===== config.mk =====
export PLATFORM = sky130hd
export DESIGN_NAME = serial_subtractor
export DESIGN_NICKNAME = d
export VERILOG_FILES = /design/src/rtl/serial_subtractor.sv
export SDC_FILE = /design/constraint.sdc
export NUM_CORES = 1
export LEC_CHECK = 0
export ABC_AREA = 0
export ABC_CLOCK_PERIOD_IN_PS = 2400
export CAP_MARGIN = 20
export CELL_PAD_IN_SITES_DETAIL_PLACEMENT = 1
export CELL_PAD_IN_SITES_GLOBAL_PLACEMENT = 1
export CORE_MARGIN = 3
export CORE_UTILIZATION = 44
export CTS_CLUSTER_DIAMETER = 40
export DETAILED_ROUTE_END_ITERATION = 12
export PLACE_DENSITY_LB_ADDON = 0.1
export SYNTH_ARGS = -nofsm -noshare
export SYNTH_HDL_FRONTEND = slang
export SYNTH_SLANG_ARGS = --single-unit

===== constraint.sdc =====
create_clock -name clk -period 2.4 [get_ports clk]
set_input_delay 0.6 -clock clk [delete_from_list [all_inputs] [get_ports clk]]
set_output_delay 0.6 -clock clk [all_outputs]
set_load 0.03 [all_outputs]

===== src/rtl/serial_subtractor.sv =====
// Bit-serial subtractor: diff = a - b, one bit per clock, LSB first.
// A single full-subtractor cell feeds a registered borrow.
module serial_subtractor #(
  parameter int WIDTH = 8
) (
  input  logic             clk,
  input  logic             rst_n,
  input  logic             start,
  input  logic [WIDTH-1:0] a,
  input  logic [WIDTH-1:0] b,
  output logic             busy,
  output logic             done,
  output logic [WIDTH-1:0] diff,
  output logic             borrow_out,
  output logic             overflow
);

  localparam int CW = (WIDTH > 1) ? $clog2(WIDTH) : 1;

  typedef enum logic [1:0] {
    IDLE = 2'd0,
    RUN  = 2'd1,
    DONE = 2'd2
  } state_t;

  state_t          state;
  state_t          nxt;
  logic [CW-1:0]   cnt;
  logic [WIDTH-1:0] sa;
  logic [WIDTH-1:0] sb;
  logic [WIDTH-1:0] sr;
  logic            brw;

  logic            a_bit;
  logic            b_bit;
  logic            d_bit;
  logic            b_nxt;
  logic            last;
  logic            accept;

  assign a_bit  = sa[0];
  assign b_bit  = sb[0];
  assign d_bit  = a_bit ^ b_bit ^ brw;
  assign b_nxt  = (~a_bit & b_bit)
                | (~(a_bit ^ b_bit) & brw);
  assign last   = (state == RUN)
               && (cnt == CW'(WIDTH-1));
  assign accept = (state == IDLE) && start;

  // Next-state decode for the IDLE/RUN/DONE sequence
  always_comb begin
    nxt = state;
    unique case (state)
      IDLE:    if (start) nxt = RUN;
      RUN:     if (last)  nxt = DONE;
      DONE:    nxt = IDLE;
      default: nxt = IDLE;
    endcase
  end

  // State register; busy/done registered from next state
  // so the handshake outputs come straight from flops
  always_ff @(posedge clk or negedge rst_n) begin
    if (!rst_n) begin
      state <= IDLE;
      busy  <= 1'b0;
      done  <= 1'b0;
    end else begin
      state <= nxt;
      busy  <= (nxt != IDLE);
      done  <= (nxt == DONE);
    end
  end

  // Operand shifters, borrow, counter and result load
  always_ff @(posedge clk or negedge rst_n) begin
    if (!rst_n) begin
      sa         <= '0;
      sb         <= '0;
      sr         <= '0;
      brw        <= 1'b0;
      cnt        <= '0;
      diff       <= '0;
      borrow_out <= 1'b0;
      overflow   <= 1'b0;
    end else if (accept) begin
      sa  <= a;
      sb  <= b;
      brw <= 1'b0;
      cnt <= '0;
    end else if (state == RUN) begin
      sa  <= sa >> 1;
      sb  <= sb >> 1;
      sr  <= {d_bit, sr[WIDTH-1:1]};
      brw <= b_nxt;
      cnt <= cnt + CW'(1);
      if (last) begin
        diff       <= {d_bit, sr[WIDTH-1:1]};
        borrow_out <= b_nxt;
        // on the last bit a_bit/b_bit are the latched MSBs
        overflow   <= (a_bit != b_bit)
                   && (d_bit != a_bit);
      end
    end
  end

endmodule

==> Implementation_results.wiki <==
{| class="wikitable"
! Metric !! Value
|-
| Post-synthesis net count || 167
|-
| Gate count after technology mapping || 144
|-
| Asr flop ratio synth || 100%
|-
| H-tree levels || 2
|-
| Via density per instance || 5.52
|-
| Fmax || 517 MHz
|-
| Data arrival time at the worst-slack endpoint || 1330 ps
|-
| Cell chosen for the clock root || clkbuf_8
|-
| Setup repair after global routing missed its margin || no
|-
| Number of warnings printed during yosys synthesis || 0
|-
| Relative slew slack || 56.7%
|-
| Initial Utilization || 46.9%
|-
| Average routed wire per standard cell || 16.4 um
|-
| CTS sink cnt || 41
|-
| Remaining number of nets flagged by the antenna check after routing || 0
|-
| Cell with the largest stage delay on the worst path || clkdlybuf4s50_1
|-
| Site row count || 22
|-
| Clock edge transition at the registers on the reported setup and hold paths || 70 ps
|-
| Worst setup path endpoint || diff[4]
|-
| Final hold violation count || 0
|-
| Cell count after placement || 215
|-
| Pin count of the biggest net entering global routing || 24
|-
| Antenna diode instance count || 0
|-
| Post-Layout Cell Count || 222
|-
| First-pass GRT wire length || 6350 um
|-
| Most numerous cell types in the synthesized netlist || dfrtp_1, nand2_1, o22a_1, buf_2, o21ai_0
|-
| Antenna violations before repair || 0
|-
| Cell with the most instances after synthesis || dfrtp_1
|-
| Post-CTS Setup Inserts || 0
|-
| P_leak || 0.981 nW
|-
| Peak supply drop || 0.000635 V
|-
| Top Family by Delay on Critical Path || buffers and inverters
|-
| Post-synthesis compound-gate area fraction || 17.5%
|-
| Required time at the worst-slack endpoint || 1800 ps
|-
| Result of the run || completed
|-
| Synth area leaders || dfrtp_1, o22a_1, nand2_1
|-
| Number of buffers on the longest clock path || 2
|-
| Final Cycle Share || 80.6%
|-
| Crit path largest cell delay || 680 ps
|-
| Worst setup path category || reg -> out
|-
| Number of buffer and inverter stages on the critical path || 1
|-
| End-of-flow core utilization || 57.3%
|-
| Total of cells resized after clock tree synthesis || 0
|-
| Starting DRT DRC Count || 48
|-
| Worst-path fanout max || 2
|-
| Die area || 4820 um^2
|-
| Cells traversed along the worst timing path || clkdlybuf4s50_1
|-
| Boundary Pins || 31
|-
| Portion of netlist area occupied by mux cells || 5.09%
|-
| # DRC || 0
|-
| Synth Area in XOR/XNOR || 0.495%
|-
| Critical register-to-register path startpoint || state[1]$_DFF_PN0_
|-
| Post-Synth Adder-Cell Area || 3.25%
|-
| Routed wire length || 3640 um
|-
| Endpoint of the most critical register-to-register path || sa[5]$_DFFE_PN0P_
|-
| Simple-gate share of the synthesized area || 11.0%
|-
| Worst setup skew after layout || 4.65 ps
|-
| Final-stage net count || 197
|-
| Vias || 1,225
|-
| Cell type contributing the most total cell area after synthesis || dfrtp_1
|-
| Vias in the first global route || 1,292
|-
| Half-perimeter wire length after detailed placement || 2610 um
|-
| Critical path depth in cells || 1
|-
| Power per standard cell area || 1320 nW/um^2
|-
| Final RePlAce weighted congestion || 0.781
|-
| Post-synthesis sequential element count || 41
|-
| Area of the core region || 3770 um^2
|-
| Launching element of the worst setup path || diff[4]$_DFFE_PN0P_
|-
| Number of setup violations in the final report || 0
|-
| Count of distinct cell types in the synthesized netlist || 30
|-
| Post-synthesis instance area || 1770 um^2
|-
| Sequential fraction of the synthesis area || 58.0%
|-
| Period minus WS final || 1930 ps
|-
| Max-cap violation count || 0
|-
| Min-delay worst type || in -> async
|-
| Number of enable-type register cells in the synthesized netlist || 0
|-
| Mean instance size in the synthesized netlist || 12.3 um^2
|-
| Count of hold-fix buffers inserted at cts || 0
|-
| Leading register cell type out of synthesis || dfrtp_1
|-
| Register-to-register path setup slack || 760 ps
|-
| Die Width || 69.4 um
|-
| Sort of element at the end of the critical path || output port
|-
| Filler instances || 390
|-
| Grt total ovfl || 0
|-
| Clock tree from TritonCTS || done
|-
| Height of the die || 69.4 um
|-
| GRT Total Usage || 16.7%
|-
| Clock latency at the later pin of the worst-skew pair || 290 ps
|-
| Layout-stage area growth over the synthesis result || 22.2%
|-
| Number of cells on the worst reg-to-reg path || 3
|-
| Detailed-router iteration count before antenna repair || 4
|-
| Combinational family with the most area after synthesis || compound AO/OA/AOI/OAI gates
|-
| Share of post-route cells with drive strength above 1 || 10.3%
|-
| Actual transition at the worst max-transition pin || 649 ps
|-
| Count of pins over their slew limit || 0
|-
| Count of input and output buffers || 30
|-
| CTS Buf Count || 5
|-
| Crit start category || flip-flop
|-
| Total negative slack for setup checks || 0 ps
|-
| Yosys top cell area share || 58.0%
|}
==> state kept, by name, summed over array words and instances (netlist names) <==
name and cells:
borrow_out 1, brw 1, busy 1, cnt 3, diff 8, done 1
overflow 1, sa 8, sb 8, sr 7, state 2
==> cell families (layout without fill, tap and decap cells) <==
family                     Yosys count  in the layout
AOI/OAI and AO/OA                   37             37
xor gates and xnor gates             1              1
adders and majority gates            4              4
buffers and inverters               14             44
DFF                                 41             41
muxes                                8              8
and+or+nand+nor                     39             39
==> cell type report <==
class | count | area, um^2 | area share, %
clock buffer | 7 | 86.3 | 3.99
inverter | 5 | 18.8 | 0.868
sequential | 41 | 1030 | 47.5
tap | 48 | 60.1 | 2.78
multi-input combinational | 89 | 661 | 30.6
timing repair buffer | 32 | 310 | 14.4
==> power by group <==
group          leakage, nW  total [W]  internal [W]  switching, W
sequential           0.505    0.00122      0.000998      0.000226
combinational        0.432    0.00118      0.000578      0.000600
clock               0.0443   0.000444      0.000228      0.000216
==> how the worst min path moves through the flow <==
stage,cells past startpoint,slack (ps),end
after global placement,2,450,sr[1]$_DFFE_PN0P_
after detailed placement,1,480,sb[7]$_DFFE_PN0P_
after floorplan,0,300,borrow_out$_DFFE_PN0P_
final,1,200,diff[7]$_DFFE_PN0P_
after global routing,1,210,diff[7]$_DFFE_PN0P_
after CTS,1,200,diff[7]$_DFFE_PN0P_
==> layer usage <==
| layer | GRT usage (%) | part of all wire [%] | up-vias |
|---|---|---|---|
| met5 | 0 | 0 | - |
| met4 | 7.16 | 1.7 | 0 |
| met3 | 4.93 | 4.8 | 7 |
| met2 | 26.7 | 50 | 26 |
| met1 | 20.9 | 44 | 624 |
| li1 | - | - | 568 |
==> cells in the final DEF (no fill, tap or decap), types with 4 or more instances in the layout <==
master / instances
dfrtp_1: 41
mux2_2: 4
nand2_1: 26
o21ai_0: 5
o22a_1: 20
mux2_1: 4
clkbuf_8: 6
clkdlybuf4s50_1: 29
==> per-stage QoR <==
step / area [um^2] / setup WS (ps) / hold WS [ps] / total power [W]
after floorplan: 1770 / 957 / 304 / 0.00205
after global placement: 2080 / 362 / 454 / 0.00235
after detailed placement: 2080 / 297 / 484 / 0.00243
after CTS: 2160 / 455 / 201 / 0.00290
after global routing: 2160 / 434 / 213 / 0.00306
final: 2160 / 467 / 201 / 0.00285
No activity file was read; power rests on OpenSTA's default activity.
